[src/rtl/fetch_pkg.sv]
// Shared types and constants for the instruction-fetch stage.
package fetch_pkg;

   localparam int unsigned INST_BYTES = 4;

   typedef enum logic [1:0] {
      StFetch   = 2'd0,
      StWait    = 2'd1,
      StDiscard = 2'd2
   } fetch_state_e;

   // Buffer entry layout for the default 32-bit configuration; the top level
   // declares the same {inst, pc} layout at its own parameter widths.
   typedef struct packed {
      logic [31:0] inst;
      logic [31:0] pc;
   } fetch_entry_t;

endpackage

[src/rtl/fetch_fifo.sv]
// Circular fetch buffer: push/pop/flush with a combinational head read.
module fetch_fifo #(
   parameter int unsigned Width = 64,
   parameter int unsigned Depth = 4
) (
   input  logic                     clk_i,
   input  logic                     rst_ni,
   input  logic                     flush_i,
   input  logic                     push_i,
   input  logic                     pop_i,
   input  logic [Width-1:0]         data_i,
   output logic [Width-1:0]         data_o,
   output logic [$clog2(Depth):0]   count_o
);

   localparam int unsigned PtrW = $clog2(Depth);
   localparam int unsigned CntW = PtrW + 1;

   logic [Width-1:0] mem_q [Depth];
   logic [PtrW-1:0]  head_q, head_d, tail_q, tail_d;
   logic [CntW-1:0]  count_q, count_d;

   always_comb begin
      head_d  = head_q;
      tail_d  = tail_q;
      count_d = count_q;
      if (flush_i) begin
         head_d  = '0;
         tail_d  = '0;
         count_d = '0;
      end else begin
         if (push_i) tail_d = tail_q + PtrW'(1);
         if (pop_i)  head_d = head_q + PtrW'(1);
         if (push_i && !pop_i) begin
            count_d = count_q + CntW'(1);
         end else if (pop_i && !push_i) begin
            count_d = count_q - CntW'(1);
         end
      end
   end

   always_ff @(posedge clk_i) begin
      if (!rst_ni) begin
         head_q  <= '0;
         tail_q  <= '0;
         count_q <= '0;
      end else begin
         head_q  <= head_d;
         tail_q  <= tail_d;
         count_q <= count_d;
      end
   end

   // Storage needs no reset: count gates every read of it.
   always_ff @(posedge clk_i) begin
      if (push_i && !flush_i) mem_q[tail_q] <= data_i;
   end

   assign data_o  = mem_q[head_q];
   assign count_o = count_q;

endmodule

[src/rtl/fetch_unit.sv]
// Instruction-fetch stage: PC, single-outstanding icache request FSM, prioritised
// redirect mux and fetch buffer feeding the instruction queue.
module fetch_unit
   import fetch_pkg::*;
#(
   parameter int unsigned       ADDR_W   = 32,
   parameter int unsigned       INST_W   = 32,
   parameter int unsigned       DEPTH    = 4,
   parameter logic [ADDR_W-1:0] RESET_PC = '0
) (
   input  logic              clk_in,
   input  logic              rst_n_in,
   input  logic              rdy_in,
   output logic              icache_req_valid_out,
   output logic [ADDR_W-1:0] icache_req_addr_out,
   input  logic              icache_req_ready_in,
   input  logic              icache_resp_valid_in,
   input  logic [INST_W-1:0] icache_resp_inst_in,
   output logic              if_instqueue_valid_out,
   output logic [INST_W-1:0] if_instqueue_inst_out,
   output logic [ADDR_W-1:0] if_instqueue_pc_out,
   input  logic              instqueue_if_ready_in,
   input  logic              rob_if_en_in,
   input  logic [ADDR_W-1:0] rob_if_pc_in,
   input  logic              decoder_if_en_in,
   input  logic [ADDR_W-1:0] decoder_if_addr_in,
   input  logic              bp_if_en_in,
   input  logic [ADDR_W-1:0] bp_if_pc_in
);

   localparam int unsigned CntW = $clog2(DEPTH) + 1;

   typedef struct packed {
      logic [INST_W-1:0] inst;
      logic [ADDR_W-1:0] pc;
   } entry_t;

   fetch_state_e      state_q, state_d;
   logic [ADDR_W-1:0] pc_q, pc_d;
   logic              run_q;
   logic              redir;
   logic [ADDR_W-1:0] redir_target;
   logic [CntW-1:0]   count;
   logic              buf_nonempty;
   logic              req_fire, resp_fire, push, pop, flush;
   entry_t            push_entry, head_entry;

   assign redir = rob_if_en_in | decoder_if_en_in | bp_if_en_in;

   always_comb begin
      redir_target = bp_if_pc_in;
      if (rob_if_en_in) begin
         redir_target = rob_if_pc_in;
      end else if (decoder_if_en_in) begin
         redir_target = decoder_if_addr_in;
      end
      redir_target[1:0] = 2'b00;
   end

   // run_q keeps the request low through the reset cycle itself.
   always_ff @(posedge clk_in) begin
      if (!rst_n_in) begin
         state_q <= StFetch;
         pc_q    <= RESET_PC;
         run_q   <= 1'b0;
      end else begin
         state_q <= state_d;
         pc_q    <= pc_d;
         run_q   <= 1'b1;
      end
   end

   always_comb begin
      state_d = state_q;
      pc_d    = pc_q;
      if (rdy_in) begin
         case (state_q)
            StFetch: begin
               if (req_fire) state_d = redir ? StDiscard : StWait;
            end
            StWait: begin
               if (icache_resp_valid_in) begin
                  state_d = StFetch;
                  if (!redir) pc_d = pc_q + ADDR_W'(INST_BYTES);
               end else if (redir) begin
                  state_d = StDiscard;
               end
            end
            StDiscard: begin
               if (icache_resp_valid_in) state_d = StFetch;
            end
            default: state_d = StFetch;
         endcase
         if (redir) pc_d = redir_target;
      end
   end

   always_comb begin
      buf_nonempty           = (count != '0);
      icache_req_valid_out   = rdy_in && run_q && (state_q == StFetch) && (count < CntW'(DEPTH));
      icache_req_addr_out    = pc_q;
      if_instqueue_valid_out = rdy_in && buf_nonempty && !redir;
      if_instqueue_inst_out  = buf_nonempty ? head_entry.inst : '0;
      if_instqueue_pc_out    = buf_nonempty ? head_entry.pc : '0;
      req_fire   = icache_req_valid_out && icache_req_ready_in;
      resp_fire  = rdy_in && icache_resp_valid_in;
      push       = resp_fire && (state_q == StWait) && !redir;
      pop        = if_instqueue_valid_out && instqueue_if_ready_in;
      flush      = rdy_in && redir;
      push_entry = '{inst: icache_resp_inst_in, pc: pc_q};
   end

   fetch_fifo #(
      .Width (INST_W + ADDR_W),
      .Depth (DEPTH)
   ) u_fifo (
      .clk_i   (clk_in),
      .rst_ni  (rst_n_in),
      .flush_i (flush),
      .push_i  (push),
      .pop_i   (pop),
      .data_i  (push_entry),
      .data_o  (head_entry),
      .count_o (count)
   );

endmodule

[config.mk]
export PLATFORM = sky130hd
export DESIGN_NAME = fetch_unit
export DESIGN_NICKNAME = d
export VERILOG_FILES = /design/src/rtl/fetch_pkg.sv /design/src/rtl/fetch_fifo.sv /design/src/rtl/fetch_unit.sv
export SDC_FILE = /design/constraint.sdc
export NUM_CORES = 1
export LEC_CHECK = 0
export BUFFER_PORTS_ARGS = -buffer_cell sky130_fd_sc_hd__buf_2
export CORE_UTILIZATION = 38
export CTS_CLUSTER_DIAMETER = 60
export DETAILED_ROUTE_END_ITERATION = 8
export PLACE_DENSITY = 0.58
export SYNTH_ARGS = -nofsm -noshare
export SYNTH_HDL_FRONTEND = slang
export SYNTH_SLANG_ARGS = --single-unit
export TNS_END_PERCENT = 30
[constraint.sdc]
create_clock -name clk_in -period 2.9 [get_ports clk_in]
set_clock_uncertainty 0.05 [all_clocks]
set_input_delay 0.145 -clock clk_in [delete_from_list [all_inputs] [get_ports clk_in]]
set_output_delay 0.145 -clock clk_in [all_outputs]
set_load 0.02 [all_outputs]
* Word-level counts from Yosys, hierarchy flattened
Memory sizes are Yosys's and may differ from the RTL's. A register that Yosys moved wholly into a read port is not among the register bits.
Index checks and enable logic that the tools add are counted.
W data, S select, Z words.
** Cells by class
- Add/sub/neg operators :: 5
- $lt $le $gt $ge :: 1
- Equality and inequality tests :: 5
- Muxes and demuxes :: 20
- Bitwise logic cells :: 3
- Reduce and logical (&&, ||, !) cells :: 26
** Operators by type and width (count)
- $mux W32 :: 7
- $add A32 B3 Y32 const B :: 1
- $logic_and A1 B1 Y1 :: 14
- $mux W2 :: 7
- $mux W3 :: 2
- $pmux W2 S3 :: 1
- $reduce_bool A2 Y1 :: 3
- $add A2 B1 Y2 const B :: 2
- $logic_not A1 Y1 :: 4
- $ne A2 B2 Y1 const B :: 2
- $reduce_and A4 Y1 :: 1
- $add A3 B1 Y3 const B :: 1
- $lt A3 B3 Y1 const B :: 1
- $mux W1 :: 3
- $ne A3 B3 Y1 const B :: 1
- $reduce_and A3 Y1 :: 1
- $reduce_bool A3 Y1 :: 1
- $sub A3 B1 Y3 const B :: 1
- $eq A2 B1 Y1 const B :: 1
- $eq A2 B2 Y1 const B :: 1
- $logic_not A2 Y1 :: 1
- $or A1 B1 Y1 :: 2
- $reduce_or A2 Y1 :: 1
- $not A1 Y1 :: 1
** Word-level totals
- Bits in registers :: 42
- RAM bits :: 256
- Input port bits :: 137
- Memories :: 1
** Memories
- u_fifo.mem_q :: words 4, bits a word 64, rd ports 1, clocked after Yosys merged registers in 1, write ports 1, line fetch_fifo.sv:19 : logic [Width-1:0] mem_q [Depth];

* Depth between registers and ports, before layout
- Word-level depth :: 8
- Mapped depth :: 11
- Mapped depth without buffers :: 9

* By module
From an unflattened synthesis, not the netlist that was laid out.
** Unflattened totals
- Cell total of the unflattened synthesis :: 859
- Area total of the unflattened synthesis :: 13007.5 µm²
** By module, submodules not included
- fetch_fifo :: instances 1, cells each 378, area each 9739.3 µm², seq. area each 7867.5 µm²
- fetch_unit :: instances 1, cells each 481, area each 3268.1 µm², seq. area each 660.6 µm²

* Worst setup path before layout
No wires, ideal clock.
- Path type :: register -> register
- From :: register state_q[0]
- To :: memory u_fifo.mem_q[0][10], enable pin
- Data arrival time :: 2.681 ns
- Path slack :: -0.258 ns
- Stages on the path, launching flop included :: 6
- Path buffers :: 3
- Period minus slack after synthesis :: 3.158 ns
- Cells stage by stage :: dfxtp_1 > clkbuf_1 > and4b_1 > clkbuf_1 > clkbuf_1 > and3_1
** On the way
- Word-level cells in the longest chain between the ends :: 6
** RTL lines
- start, declared :: line fetch_unit.sv:38 : fetch_state_e state_q, state_d;
- start signal, assigned :: line fetch_unit.sv:63 : state_q <= StFetch;
- start signal, assigned :: line fetch_unit.sv:67 : state_q <= state_d;
- $eq A2 B1 Y1 :: line fetch_unit.sv:107 : push = resp_fire && (state_q == StWait) && !redir;
- $logic_and A1 B1 Y1 (2 in a row) :: line fetch_unit.sv:107
- $logic_and A1 B1 Y1 :: line fetch_fifo.sv:56 : if (push_i && !flush_i) mem_q[tail_q] <= data_i;
- $mux W1 :: line fetch_fifo.sv:56
- $mux W1 (implied by the code) :: line fetch_fifo.sv:56
- end, declared :: line fetch_fifo.sv:19
Every way passes these cells.

* Final worst setup path
- From :: register u_fifo.count_q[2] (netlist: u_fifo.count_o[2])
- To :: register u_fifo.count_q[2] (netlist: u_fifo.count_o[2])
** On the way
- Word-level cells in the longest chain between the ends :: 7
- Elaborated cells between the ends (all ways) :: 12
- Classes of those cells :: 2 x add/sub; 2 x mux; 8 x reduce/logical
** RTL lines
- start, declared :: line fetch_fifo.sv:21 : logic [CntW-1:0] count_q, count_d;
- start signal, assigned :: line fetch_fifo.sv:50 : count_q <= count_d;
- parallel branches: the longest is 7 deep, another holds $sub A3 B1 Y3
Several ways; the timed one is not identified. The select of a mux whose other input is x is not followed.
A chain may end at the register's enable or synchronous reset.

==> impl_metrics.json <==
{
  "dp_cells": 1480,
  "die_area_sq_mm": 0.0337,
  "ys_seq_area_frac": 0.662,
  "startpoint_type": "flip-flop",
  "grt_overflow": 0,
  "synth_cells": 839,
  "first_pass_iters": 5,
  "hp-class": "primary input to flip-flop",
  "crit_family": "simple AND/OR/NAND/NOR gates",
  "grt_busiest_layer": "met2",
  "ioPinCount": 235,
  "yosys_most_used_dff": "edfxtp_1",
  "mostFrequentLayoutCells": "248 x edfxtp_1, 224 x buf_2, 69 x and2_1",
  "crit_path_max_incr_delay_ps": 500,
  "ctsHtreeMaxLevel": 2,
  "die_height_um": 184,
  "cts_sinks": 290,
  "drt-total-wl_mm": 30.5,
  "finalPower_w": 0.00945,
  "syn_avg_cell_area_sq_um": 14.9,
  "grt_util_met2": 0.321,
  "critPathArrivalTime_ps": 2890,
  "timing.hold.ws_ps": 37.5,
  "area_growth_pct": 27.7,
  "status": "completed",
  "gp_congestion": 0.803,
  "cp_max_fo": 5,
  "initial_core_util": 0.386,
  "synth_edf_count": 248,
  "cts_hold_buf": 50,
  "clkLatencyLatePin_ps": 500,
  "final_common_cell": "edfxtp_1",
  "cts_tree": "done",
  "slew_headroom": 0.558,
  "root_buffer": "clkbuf_16",
  "fin_ws_ps": 387,
  "crit_slowest_cell": "or3_2",
  "track_usage": 0.183,
  "peakVddDrop_mv": 0.318,
  "use_met1": 0.233,
  "diodes": 0,
  "coreArea_sq_mm": 0.0325,
  "ant_nets": 0,
  "dp_hpwl_mm": 19.7,
  "drv_slew": 0,
  "cts_resized": 0,
  "antenna_found_initial": 0,
  "worstMarginPinSlew_ps": 663,
  "synthArstFlopShare": 0,
  "final-hold-violation-count": 0,
  "drive_gt1_frac": 0.341,
  "crit_path_cell_trace": "or3_2 -> and3_1 -> nand2_1 -> ha_1 -> inv_1 -> fa_1 -> xor2_1 -> or3_1 -> a21oi_1",
  "cts_buffer_depth": 3,
  "rows": 66,
  "place_ws_ps": 402,
  "grt_pass1_wl_mm": 46.9,
  "post-route-drc-count": 0,
  "synth_cell_types": 64,
  "maxCapViolations": 0,
  "numCtsBuffers": 35,
  "final_min_period_over_clock_period": 0.867,
  "vias": 8170,
  "drt_iter0_markers": 477,
  "power.leakage_nw": 5.80,
  "power.density_mw_per_mm2": 591,
  "grt_max_degree": 63,
  "rsz0062_at_grt": "no",
  "synth-seq-cells": 290,
  "grt_use_met3": 0.0321,
  "netlist_area_sq_mm": 0.0125,
  "via_per_inst": 5.14,
  "grt_pass1_vias": 8347,
  "finalNetCount": 1269,
  "cp-end-kind": "flip-flop",
  "report.final.setup_viol": 0,
  "post-route-min-period_ps": 2510,
  "crit_type": "flip-flop to flip-flop",
  "post_cts_buffers": 0,
  "path_buf_inv": 1,
  "avgRoutedWirePerCell_um": 19.2,
  "max_freq_ghz": 0.398,
  "cp.required_ps": 3280,
  "chipWidth_um": 184,
  "clk_pin_slew_ps": 60,
  "ys_warn_count": 0,
  "fin_cells": 1590,
  "port_buffers": 224
}
[path summary, 6_finish.rpt]
path | start | slack (ps) | endpoint | cells after the start
worst max register to register | u_fifo.count_o[2] | 390 | u_fifo.count_o[2] | 9
worst max-delay path | u_fifo.count_o[2] | 390 | u_fifo.count_o[2] | 9
worst min register to register | u_fifo.head_q[0] | 470 | flip-flop | 2
worst min-delay path | icache_resp_valid_in | 40 | state_q[1] | 3
[state kept, by name, indices dropped and copies added, names as in the netlist, named ones only]
signal	cells
u_fifo.head_q	2
icache_req_addr_out	30
state_q	2
u_fifo.tail_q	2
u_fifo.mem_q	248
u_fifo.count_o	3
run_q	1
[cells by family after synthesis]
family                   synth area share
multiplexers                        0.118
AO/OA/AOI/OAI                      0.0742
other                            0.000300
XOR/XNOR                          0.00350
adder cells (fa/ha/maj)           0.00760
flip-flops                          0.662
AND/OR/NAND/NOR                     0.112
buffers and inverters              0.0228
[power by group]
part           internal (W)  switching (W)  leakage, nW
clock network       0.00271        0.00164        0.560
registers           0.00455      0.0000789         2.60
logic              0.000213       0.000259         2.64
total               0.00748        0.00197         5.80
[worst min-delay path, cell delays in order]
cell	delay, ps
buf_2	120
a2111oi_0	100
o21a_1	180
[final cells by class]
type	instances	area, sq um
clock buffer	43	958
tap	442	553
inverter	7	26.3
timing repair buffer	306	1970
multi-input combinational	485	3980
sequential	290	8300
fill	2786	16500
clock inverter	17	200
[cell usage after synthesis, drive strengths merged, types with 4 or more instances]
cell,number,area (sq um)
a21oi,62,314
a221oi,4,35.0
a31oi,6,37.5
and2,69,432
and3,10,62.6
and3b,5,43.8
buf,25,128
clkbuf,35,131
dfxtp,42,841
edfxtp,248,7450
ha,6,75.1
inv,7,26.3
mux2i,7,70.1
mux4,62,1400
nand2,57,216
nand3,13,70.1
nand3b,23,173
nand4,15,93.8
nor2,31,119
nor3,10,55.1
nor4,4,25.0
o211ai,6,45.0
o21ai,27,139
o22ai,6,37.5
o2bb2ai,5,43.8
o31a,4,36.3
or3,6,47.5
[per-stage QoR]
stage	utilization	instance area [sq um]	setup TNS [ps]
floorplan	-	12500	-31940
global placement	0.442	14300	0
detailed placement	0.442	14300	0
CTS	0.493	16000	0
global route	0.493	16000	0
finish	0.493	16000	0
[metal layers]
metal / vias to the layer above / routed length (um)
met4: 0 / 463
met1: 3988 / 13200
met5: - / 0
met3: 36 / 1630
met2: 302 / 15200
li1: 3844 / -
(Power assumes the default switching activity.)
